$ cat src/rtl/stopwatch_timebase_core.sv
// Stopwatch timebase: divides clk down to a centisecond tick, keeps a binary
// min:sec.centis count, runs the IDLE/RUN/PAUSE control FSM and presents
// either the live count or a frozen lap snapshot on registered output buses.
module stopwatch_timebase_core #(
    parameter int DIV     = 500000,
    parameter int MAX_MIN = 99
) (
    input  logic       clk,
    input  logic       rst,
    input  logic       btn_ss,
    input  logic       btn_lr,
    output logic [6:0] min,
    output logic [5:0] sec,
    output logic [6:0] centis,
    output logic       running,
    output logic       lap_hold,
    output logic       ovf
);

    localparam int PW = (DIV > 2) ? $clog2(DIV) : 1;
    localparam logic [PW-1:0] PRESC_LAST = PW'(DIV - 1);
    localparam logic [6:0]    MIN_LAST   = 7'(MAX_MIN);

    typedef enum logic [1:0] {
        IDLE  = 2'd0,
        RUN   = 2'd1,
        PAUSE = 2'd2
    } state_t;

    state_t        state_q, state_d;
    logic [PW-1:0] presc_q, presc_d;
    logic [6:0]    live_min_q, live_min_d;
    logic [5:0]    live_sec_q, live_sec_d;
    logic [6:0]    live_cs_q, live_cs_d;
    logic [6:0]    lap_min_q, lap_min_d;
    logic [5:0]    lap_sec_q, lap_sec_d;
    logic [6:0]    lap_cs_q, lap_cs_d;
    logic          lap_hold_q, lap_hold_d;
    logic          ovf_q, ovf_d;
    logic [6:0]    min_q, min_d;
    logic [5:0]    sec_q, sec_d;
    logic [6:0]    centis_q, centis_d;
    logic          running_q, running_d;
    logic          tick;
    logic          at_max;

    // Next-state: prescaler, carry chain, overflow, FSM and lap latch.
    always_comb begin
        state_d    = state_q;
        presc_d    = presc_q;
        live_min_d = live_min_q;
        live_sec_d = live_sec_q;
        live_cs_d  = live_cs_q;
        lap_min_d  = lap_min_q;
        lap_sec_d  = lap_sec_q;
        lap_cs_d   = lap_cs_q;
        lap_hold_d = lap_hold_q;
        ovf_d      = ovf_q;

        tick   = (state_q == RUN) && (presc_q == PRESC_LAST);
        at_max = (live_min_q == MIN_LAST) && (live_sec_q == 6'd59) && (live_cs_q == 7'd99);

        // Prescaler only moves in RUN, so a pause keeps the partial centisecond.
        if (state_q == RUN) begin
            presc_d = tick ? '0 : presc_q + PW'(1);
        end

        if (tick) begin
            if (at_max) begin
                // Saturate: counters stay put, the watch drops into PAUSE.
                ovf_d   = 1'b1;
                state_d = PAUSE;
            end else if (live_cs_q != 7'd99) begin
                live_cs_d = live_cs_q + 7'd1;
            end else begin
                live_cs_d = 7'd0;
                if (live_sec_q != 6'd59) begin
                    live_sec_d = live_sec_q + 6'd1;
                end else begin
                    // at_max excludes min==MAX_MIN here, so this stays in range.
                    live_sec_d = 6'd0;
                    live_min_d = live_min_q + 7'd1;
                end
            end
        end

        // btn_ss always wins over a same-cycle btn_lr.
        case (state_q)
            IDLE: begin
                if (btn_ss) begin
                    state_d = RUN;
                end
            end
            RUN: begin
                if (btn_ss) begin
                    state_d = PAUSE;
                end else if (btn_lr) begin
                    if (lap_hold_q) begin
                        lap_hold_d = 1'b0;
                    end else begin
                        // Snapshot the pre-tick value seen at this edge.
                        lap_hold_d = 1'b1;
                        lap_min_d  = live_min_q;
                        lap_sec_d  = live_sec_q;
                        lap_cs_d   = live_cs_q;
                    end
                end
            end
            PAUSE: begin
                if (btn_ss) begin
                    if (!ovf_q) begin
                        state_d = RUN;
                    end
                end else if (btn_lr) begin
                    state_d    = IDLE;
                    presc_d    = '0;
                    live_min_d = 7'd0;
                    live_sec_d = 6'd0;
                    live_cs_d  = 7'd0;
                    lap_min_d  = 7'd0;
                    lap_sec_d  = 6'd0;
                    lap_cs_d   = 7'd0;
                    lap_hold_d = 1'b0;
                    ovf_d      = 1'b0;
                end
            end
            default: begin
                state_d = IDLE;
            end
        endcase

        // Output registers follow the next state so they track it edge for edge.
        min_d     = lap_hold_d ? lap_min_d : live_min_d;
        sec_d     = lap_hold_d ? lap_sec_d : live_sec_d;
        centis_d  = lap_hold_d ? lap_cs_d  : live_cs_d;
        running_d = (state_d == RUN);
    end

    // State and output registers with synchronous reset.
    always_ff @(posedge clk) begin
        if (rst) begin
            state_q    <= IDLE;
            presc_q    <= '0;
            live_min_q <= 7'd0;
            live_sec_q <= 6'd0;
            live_cs_q  <= 7'd0;
            lap_min_q  <= 7'd0;
            lap_sec_q  <= 6'd0;
            lap_cs_q   <= 7'd0;
            lap_hold_q <= 1'b0;
            ovf_q      <= 1'b0;
            min_q      <= 7'd0;
            sec_q      <= 6'd0;
            centis_q   <= 7'd0;
            running_q  <= 1'b0;
        end else begin
            state_q    <= state_d;
            presc_q    <= presc_d;
            live_min_q <= live_min_d;
            live_sec_q <= live_sec_d;
            live_cs_q  <= live_cs_d;
            lap_min_q  <= lap_min_d;
            lap_sec_q  <= lap_sec_d;
            lap_cs_q   <= lap_cs_d;
            lap_hold_q <= lap_hold_d;
            ovf_q      <= ovf_d;
            min_q      <= min_d;
            sec_q      <= sec_d;
            centis_q   <= centis_d;
            running_q  <= running_d;
        end
    end

    assign min      = min_q;
    assign sec      = sec_q;
    assign centis   = centis_q;
    assign running  = running_q;
    assign lap_hold = lap_hold_q;
    assign ovf      = ovf_q;

endmodule
$ cat config.mk
export PLATFORM = sky130hd
export DESIGN_NAME = stopwatch_timebase_core
export DESIGN_NICKNAME = d
export VERILOG_FILES = /design/src/rtl/stopwatch_timebase_core.sv
export SDC_FILE = /design/constraint.sdc
export NUM_CORES = 1
export LEC_CHECK = 0
export BUFFER_PORTS_ARGS = -buffer_cell sky130_fd_sc_hd__buf_4
export CORE_MARGIN = 2
export CORE_UTILIZATION = 53
export DETAILED_ROUTE_END_ITERATION = 6
export GPL_ROUTABILITY_DRIVEN = 1
export PLACE_DENSITY = 0.74
export SYNTH_ARGS = -nofsm -noshare
export SYNTH_HDL_FRONTEND = slang
export SYNTH_SLANG_ARGS = --single-unit
export TNS_END_PERCENT = 5
$ cat constraint.sdc
create_clock -name clk -period 2.35 [get_ports clk]
set_input_delay 0.235 -clock clk [delete_from_list [all_inputs] [get_ports clk]]
set_output_delay 0.235 -clock clk [all_outputs]
set_load 0.005 [all_outputs]
==> results of run 1 <==
[power groups by stage]
stage	combinational, uW	sequential [uW]	clock (uW)
6_report	150	1440	946
5_1_grt	165	1440	1050
4_1_cts	150	1440	972
3_5_place_dp	149	1470	0
3_3_place_gp	146	1470	0
2_1_floorplan	82.6	1470	0
[cell usage after synthesis (all sizes together) (9+ instances only)]
master  count  area share [%]
nand3      16             2.2
dfxtp      84              47
a22oi      10             2.1
a21oi      20             2.9
inv        13             1.4
nor2b      15             2.6
ha          9             3.1
nand2      23             2.4
xor2       12             2.9
o21ai      22             3.1
a22o       10             2.4
or3         9             1.6
nor2       48             5.0
clkbuf     16             1.7
o22a        9             2.2
nand4      11             2.5
[worst min path at each step]
stage	from	end	slack, ns	cells after the start
global route	btn_ss	state_q[0]	0.26	3
detailed placement	presc_q[1]	presc_q[1]	0.48	2
floorplan	btn_ss	state_q[0]	0.42	2
CTS	btn_ss	state_q[0]	0.23	3
finish	btn_ss	state_q[0]	0.25	3
global placement	presc_q[1]	presc_q[1]	0.46	2
[through the flow]
step / cells / TNS (ns) / area, um2 / utilization, % / hold WS, ns
finish: 529 / 0 / 4227 / 63.26 / 0.2477
floorplan: 400 / 0 / 3607 / - / 0.4163
CTS: 529 / 0 / 4203 / 62.90 / 0.2325
global placement: 513 / 0 / 4016 / 60.11 / 0.4607
global route: 529 / -0.008267 / 4227 / 63.26 / 0.2573
detailed placement: 513 / 0 / 4016 / 60.11 / 0.4769
[repair_timing]
| action | 4_1_cts | 5_1_grt |
|---|---|---|
| setup buffers | 0 | 0 |
| gates resized for setup | 0 | 5 |
| hold endpoints to repair | 0 | 0 |
| hold buffers | 0 | 0 |
| setup endpoints to repair | 0 | 10 |
[registers in the layout, summed over array words and instances, names as in the netlist]
name and cells:
presc_q 19, centis 7, lap_cs_q 7, lap_min_q 7
live_cs_q 7, live_min_q 7, min 7, lap_sec_q 6
live_sec_q 6, sec 6, state_q 2, lap_hold 1
ovf 1, running 1
[cells by family (layout without fill, tap and decap cells)]
group           after synthesis  count (layout)  synth area share, %
simple gates                156             156                23.48
compound gates               98              98                18.00
flops                        84              84                46.62
buf+inv                      32              81                3.607
xor+xnor                     20              20                4.856
fa+ha+maj                     9               9                3.122
mux                           1               1               0.3122
[layer usage]
| metal | vias up | GRT usage (%) | share of wire, % |
|---|---|---|---|
| met3 | 6 | 5.143 | 4.7 |
| met2 | 68 | 36.64 | 47 |
| met5 | - | 0 | 0 |
| met4 | 0 | 5.824 | 0.85 |
| met1 | 1437 | 29.81 | 47 |
| li1 | 1529 | - | - |
[cells in the final DEF (no fill, tap or decap), types with 9 or more instances in the layout]
master	netlist	layout
a22oi_1	10	10
clkbuf_8	0	10
nor2b_1	15	15
o22a_1	9	9
nand2_1	23	23
nand4_1	9	9
buf_4	0	52
dfxtp_1	84	84
o21ai_0	22	21
xor2_1	12	12
a22o_1	10	10
nand3_1	16	16
ha_1	9	9
nor2_1	48	48
a21oi_1	19	19
inv_1	13	12
[cell type report]
class,instances,area (um2),area share [%]
multi-input cells,284,1815,42.95
flip-flops and latches,84,1682,39.79
repair buffers,52,390.4,9.236
clock buffers,10,137.6,3.256
well taps,80,100.1,2.368
inverters,13,52.55,1.243
clock inverters,6,48.80,1.155
[critical path: cells and delay by family (launching register included)]
kind | cells | cell delay, ns
AO/OA/AOI/OAI | 1 | 0.16
multiplexers | 1 | 0.13
AND/OR/NAND/NOR | 4 | 1.32
adder cells (fa/ha/maj) | 1 | 0.18
flip-flops | 1 | 0.39
==> impl_metrics.ini, run 1 <==
[placed_design]
place_worst_setup_slack_ns = 0.02185
hpwl_mm = 5.557
io_buffers = 26
gp_congestion = 0.8892

[floorplanning]
dieArea_mm2 = 0.007482
fp.dieW_um = 86.50
fp.coreArea_mm2 = 0.006681
pin_count = 27
initial_core_util_pct = 53.99
die_h_um = 86.50
floorplan.rows = 30

[global_route]
grt_max_degree = 28
grt_pass1_vias = 2874
antenna_found_initial = 0
globalRoute.totalOverflow = 0
grt_pass1_wl_mm = 13.33
grt.total_usage_pct = 22.35

[clock_network]
clock_sinks = 84
clk_latency_ns = 0.35
cts_buffers = 9
root_buffer = clkbuf_8
clk_pin_slew_worst_paths_ns = 0.08
cts_tree = yes
clk_path_buf_depth = 2
htreeDepth = 3

[sta]
finalHoldViolations = 0
period_share_pct = 94.53
report.final.slew_viol_count = 0
grt_setup_unrepaired = true
min_period_ns = 2.222
layout_setup_ws_ns = 0.1285
worstMarginPinSlew_ns = 0.4825
relSlewSlack_pct = 67.38
fmax_ghz = 0.4501
fin_worst_skew_ns = 0.007143
setup_violations = 0

[synth]
syn_avg_cell_area_um2 = 9.018
syn-num-nets = 413
synthArstFlopShare_pct = 0
synth_cell_types = 52
ys_ff_latch = 84
netlist_area_mm2 = 0.003607
yosysWarnings = 0
ys_seq_area_share_pct = 46.62
ys.flop_type = dfxtp_1
synthCells = 400
synth_edf_count = 0

[cells_and_area]
diodes = 0
nNetsFinal = 457
area_delta_synth_final_pct = 17.17
drive_gt1_share_pct = 18.04
n_fill_cell = 581

[routing]
wl_mm = 7.908
postRouteAntennaNets = 0
drtPass1Iterations = 4
avgViaCountPerCell = 5.747
wl_per_cell_um = 14.95
drc_errors = 0
dr_total_vias = 3040
drt_iter0_markers = 152

[worst_setup_path]
slowest_delay_ns = 0.49
endpoint = min[3]
crit_path_cell_trace = ha_1, and4_1, nand4_2, or3_4, or4_4, a21oi_2, mux2_1
r2r_start = presc_q[0]
r2r_slack_ns = 0.13
required_ns = 2.65
worstSetupStartpointType = flop
crit_path_end_kind = flop
cp-startpoint = presc_q[0]
critical_path.slowest_cell = or4_4
critPathMaxFanout = 8
worst-endpoint-arrival_ns = 2.52
reg2regPathDepth = 7
r2r-end = min[3]
worstSetupPathType = flop to flop

[run]
drv_cap = 0

[power]
p_per_area_mw_per_mm2 = 600.1
vdd_drop_max_uv = 496.8
pwr-share-comb_pct = 5.9
p_int_uw = 1908
seq_power_share_pct = 56.8
clkPwrFrac_pct = 37.3
p_total_uw = 2536
switching_share_pct = 24.77
p_switching_uw = 628.4
p_leak_uw = 0.001610

[status]
status = complete, no violations

[min_path]
worstHoldPathType = primary input to flop
Power figures use the tool's default switching activity.
==> run 2, diff against run 1 <==
BUFFER_PORTS_ARGS = default   (was -buffer_cell sky130_fd_sc_hd__buf_4)
CORE_UTILIZATION = 56   (was 53)
DONT_BUFFER_PORTS = 1   (was default)
==> impl_metrics.ini, run 2 (synthesized netlist as in run 1, its figures left out) <==
[placed_design]
dp.cells = 480
io_buffers = 0
gp_congestion = 0.8717
hpwl_mm = 5.531

[power]
vdd_drop_max_uv = 372.8
p_per_area_mw_per_mm2 = 624.9
p_leak_uw = 0.001466

[sta]
worstMarginPinSlew_ns = 0.9100
period_share_pct = 95.58
fin_worst_skew_ns = 0.009031
finalHoldViolations = 0
fin_tns_setup_ns = 0
min_period_ns = 2.246
fmax_ghz = 0.4452
setup_violations = 0
report.final.slew_viol_count = 0
grt_setup_unrepaired = true
relSlewSlack_pct = 39.14

[worst_setup_path]
worst-endpoint-arrival_ns = 2.54
critPathBufInv = 2
worstSetupPathType = flop to flop
r2r_slack_ns = 0.10
reg2regPathDepth = 9
critPathMaxFanout = 6
critical_path.slowest_cell = or4_1
crit_path_end_kind = flop
crit_path_cell_trace = inv_1, ha_1, and4_2, nand4_2, buf_4, or2_1, or4_1, a21oi_2, o22a_1
r2r_start = state_q[1]
slowest_delay_ns = 0.44
required_ns = 2.64
crit_family = simple AND/OR/NAND/NOR gates
worstSetupStartpointType = flop
r2r-end = centis[2]

[clock_network]
clk_latency_ns = 0.36
clock_sinks = 84
post_cts_buffers = 0
cts_tree = yes
cts_buffers = 9
htreeDepth = 3
clk_pin_slew_worst_paths_ns = 0.08
clk_path_buf_depth = 2
root_buffer = clkbuf_8

[min_path]
hold_depth = 2
whs_endpoint = state_q[0]
min_from = btn_ss
worstHoldPathType = primary input to flop

[status]
status = complete, no violations

[global_route]
grt_pass1_wl_mm = 13.86
grt_max_degree = 23
globalRoute.totalOverflow = 0
grt.total_usage_pct = 24.11
grt_pass1_vias = 2889
antenna_found_initial = 0

[routing]
wl_mm = 8.010
dr_total_vias = 3021
postRouteAntennaNets = 0
drc_errors = 0
avgViaCountPerCell = 6.078
drtPass1Iterations = 5
wl_per_cell_um = 16.12
drt_iter0_markers = 197

[cells_and_area]
drive_gt1_share_pct = 12.38
final_cell_mix = dfxtp_1, nor2_1, nand2_1
final_common_cell = dfxtp_1
nNetsFinal = 428
regMostFlops = presc_q
diodes = 0
fin_cells = 497
area_delta_synth_final_pct = 10.72
largest_reg_flops = 19
n_fill_cell = 531

[floorplanning]
fp.coreArea_mm2 = 0.006277
fp.dieW_um = 84.26
dieArea_mm2 = 0.007100
floorplan.rows = 29
die_h_um = 84.26
initial_core_util_pct = 57.46
pin_count = 27

[run]
drv_cap = 0
==> run 2: cell count changes in the layout (fill, tap and decap cells not counted), sizes merged <==
| cell | before | now |
|---|---|---|
| clkinv | 2 | 4 |
| dlygate4sd3 | 0 | 1 |
| clkbuf | 10 | 9 |
| inv | 13 | 14 |
| clkinvlp | 4 | 2 |
| buf | 52 | 22 |
==> run 2: repair_timing <==
| action | in CTS | in global routing |
|---|---|---|
| resized for setup | 0 | 6 |
| hold buffers | 1 | 0 |
| endpoints found under the setup margin | 0 | 10 |
| endpoints found under the hold margin | 22 | 0 |
==> run 2: layer usage <==
layer	wire length [um]	GRT usage, %
met5	0	0
met4	89	7.038
met3	385	6.785
met2	3861	38.89
met1	3674	31.70
==> run 2: how the worst max path moves through the flow <==
stage	end	start	depth (start not counted)	slack [ns]
final	centis[2]	state_q[1]	9	0.10
after global routing	centis[2]	state_q[0]	10	-0.006
after CTS	sec[5]	presc_q[0]	7	0.04
after detailed placement	sec[5]	presc_q[0]	7	0.05
after global placement	sec[5]	state_q[1]	8	0.08
after floorplan	centis[6]	state_q[1]	11	0.03
==> run 2: final cells by class <==
class / count / area [um2] / share of cell area [%]
clock inverter: 7 / 51.30 / 1.284
timing repair buffer: 23 / 175.2 / 4.386
tap: 77 / 96.34 / 2.412
sequential: 84 / 1683 / 42.14
clock buffer: 9 / 123.9 / 3.102
inverter: 13 / 48.80 / 1.222
multi-input combinational: 284 / 1815 / 45.46
==> run 2: stage by stage <==
step / util [%] / hold slack (ns) / worst slack, ns / instance area (um2) / total power [uW]
6_report: 63.62 / 0.1107 / 0.1038 / 3994 / 2496
5_1_grt: 63.62 / 0.1144 / -0.005877 / 3994 / 2598
4_1_cts: 63.28 / 0.1046 / 0.03761 / 3973 / 2505
3_5_place_dp: 60.33 / 0.3137 / 0.05198 / 3787 / 1599
3_3_place_gp: 60.33 / 0.3110 / 0.07864 / 3787 / 1597
2_1_floorplan: - / 0.4163 / 0.02746 / 3607 / 1557
==> run 2: report_power, final <==
group	switching (uW)	internal, uW
sequential	7.27	1430
combinational	90.1	44.3
clock	533	387
total	631	1870
==> run 3, diff against run 2 <==
ABC_AREA = 1   (was default)
CORE_UTILIZATION = 57   (was 56)
PLACE_DENSITY = 0.75   (was 0.74)
SLEW_MARGIN = 20   (was default)
==> impl_metrics.ini, run 3 <==
[min_path]
hold_depth = 3
worstHoldPathType = primary input to flop
whs_endpoint = state_q[0]
min_from = rst

[synth]
synthMuxAreaShare_pct = 0
synth_cell_types = 35
ys.flop_type = dfxtp_1
synth_top_family_by_area = simple AND/OR/NAND/NOR gates
synth_most_common_cell = inv_1
synthArstFlopShare_pct = 0
syn_avg_cell_area_um2 = 6.956
yosys.area_share.simple_pct = 30.03
ys_ff_latch = 84
yosysWarnings = 0
synth-adder-area-share_pct = 2.744
synth_xor_area_share_pct = 2.134
synth_top_area_share_pct = 40.98
synth_top_cell_by_area = dfxtp_1
syn-num-nets = 603
ys_seq_area_share_pct = 40.98
synth-compound-area-share_pct = 11.31
synth_common_cells = inv_1, nand2_1, dfxtp_1, nor2_1, nand3_1
synthCells = 590
netlist_area_mm2 = 0.004104
synth_area_leaders = dfxtp_1, inv_1, nand2_1
synth_edf_count = 0

[worst_setup_path]
required_ns = 2.59
r2r-end = running
worst-endpoint-arrival_ns = 2.27
critPathMaxFanout = 11
cp-startpoint = state_q[1]
r2r_slack_ns = 0.32
r2r_start = state_q[1]
worstSetupPathType = flop to flop
reg2regPathDepth = 13
crit_path_end_kind = flop
worstSetupStartpointType = flop

[placed_design]
gp_congestion = 0.8857
place_worst_setup_slack_ns = 0.1879
io_buffers = 0
hpwl_mm = 6.414

[routing]
drc_errors = 0
drt_iter0_markers = 236
avgViaCountPerCell = 5.277
wl_mm = 9.108
postRouteAntennaNets = 0
dr_total_vias = 3683
wl_per_cell_um = 13.05
drtPass1Iterations = 5

[sta]
period_share_pct = 86.37
layout_setup_ws_ns = 0.3203
report.final.slew_viol_count = 0
relSlewSlack_pct = 38.34
fmax_ghz = 0.4927
fin_tns_setup_ns = 0
min_period_ns = 2.030
fin_worst_skew_ns = 0.006964
finalHoldViolations = 0
worstMarginPinSlew_ns = 0.9218
grt_setup_unrepaired = false
setup_violations = 0

[power]
clkPwrFrac_pct = 41.3
p_leak_uw = 0.001937
switching_share_pct = 22.13
p_switching_uw = 599.8
p_int_uw = 2110
p_per_area_mw_per_mm2 = 609.8
vdd_drop_max_uv = 361.8
seq_power_share_pct = 53.4
pwr-share-comb_pct = 5.3

[floorplanning]
pin_count = 27
fp.dieW_um = 88.85
die_h_um = 88.85
initial_core_util_pct = 59.74
dieArea_mm2 = 0.007894
fp.coreArea_mm2 = 0.006869
floorplan.rows = 30

[clock_network]
clk_path_buf_depth = 2
clk_latency_ns = 0.35
clk_pin_slew_worst_paths_ns = 0.07
htreeDepth = 3
clock_sinks = 84
root_buffer = clkbuf_8
cts_buffers = 9
post_cts_buffers = 0
cts_tree = yes

[global_route]
grt.total_usage_pct = 24.87
grt_max_degree = 22
antenna_found_initial = 0
grt_pass1_wl_mm = 15.40
globalRoute.totalOverflow = 0
grt_pass1_vias = 3413

[cells_and_area]
final_common_cell = inv_1
area_delta_synth_final_pct = 8.293
largest_reg_flops = 19
final_cell_mix = inv_1, nand2_1, dfxtp_1
diodes = 0
regMostFlops = presc_q
drive_gt1_share_pct = 8.306
n_fill_cell = 631
nNetsFinal = 610

[status]
status = complete, no violations

[run]
drv_cap = 0
-- run 3: cell count changes after synthesis, moves of 13 or more --
cell / change
inv_1: +104
nand3_1: +24
nor2_1: +27
nand2_1: +82
nor2b_1: -15
clkbuf_1: -13
o22ai_1: +15
-- run 3: cell families (layout without fill, tap and decap cells) --
logic type / count (synthesis) / in the layout
buffers and inverters: 135 / 147
flip-flops: 84 / 84
XOR/XNOR: 10 / 10
adder cells (fa/ha/maj): 9 / 9
AO/OA/AOI/OAI: 83 / 83
AND/OR/NAND/NOR: 269 / 269
-- run 3: critical path: stages, from the launching register on --
cell and delay [ns]:
dfxtp_1 0.33, inv_1 0.10, ha_2 0.32, nand2_2 0.12
nor2_4 0.15, nand3_1 0.13, nor2_4 0.25, nand2_1 0.14
nand2_1 0.11, o21ai_1 0.06, nand2_1 0.05, nand2_1 0.04
nand2_1 0.07, nor2_1 0.04
-- run 3: how the worst max path moves through the flow --
stage | endpoint | depth (start not counted) | slack [ns]
global route | running | 13 | 0.11
detailed placement | running | 13 | 0.19
global placement | running | 13 | 0.29
CTS | running | 13 | 0.18
floorplan | running | 13 | 0.67
finish | running | 13 | 0.32
-- run 3: area by class of cell --
| type | count | area (um2) | area share [%] |
|---|---|---|---|
| inverters | 123 | 462.9 | 10.42 |
| clock buffers | 12 | 145.1 | 3.266 |
| repair buffers | 8 | 62.56 | 1.408 |
| well taps | 96 | 120.1 | 2.703 |
| flip-flops and latches | 84 | 1682 | 37.84 |
| multi-input cells | 371 | 1899 | 42.74 |
| clock inverters | 4 | 72.57 | 1.633 |
-- run 3: power by group through the flow --
stage	registers, uW	logic (uW)	clock network, uW
floorplan	1480	101	0
global placement	1480	132	0
detailed placement	1480	136	0
CTS	1450	144	1140
global route	1450	162	1200
finish	1450	144	1120
-- run 3: stage by stage --
| step | total power (uW) | instance area [um2] | hold WS, ns | std cells | utilization (%) |
|---|---|---|---|---|---|
| global route | 2809 | 4444 | 0.07684 | 698 | 64.70 |
| detailed placement | 1616 | 4214 | 0.3154 | 681 | 61.35 |
| floorplan | 1579 | 4104 | 0.3177 | 590 | - |
| global placement | 1611 | 4214 | 0.3121 | 681 | 61.35 |
| CTS | 2732 | 4442 | 0.04173 | 698 | 64.66 |
| finish | 2710 | 4444 | 0.05086 | 698 | 64.70 |
-- run 3: what timing repair did --
action / 4_1_cts / 5_1_grt
endpoints found under the hold margin: 21 / 0
gates resized for setup: 0 / 1
hold buffers: 1 / 0
setup endpoints to repair: 0 / 3
-- run 3: layer usage --
metal / GRT usage (%) / share of wire, % / vias to the layer above
li1: - / - / 1868
met1: 32.24 / 45 / 1695
met2: 41.59 / 47 / 99
met3: 4.011 / 5.0 / 21
met4: 9.366 / 2.5 / 0
met5: 0 / 0 / -
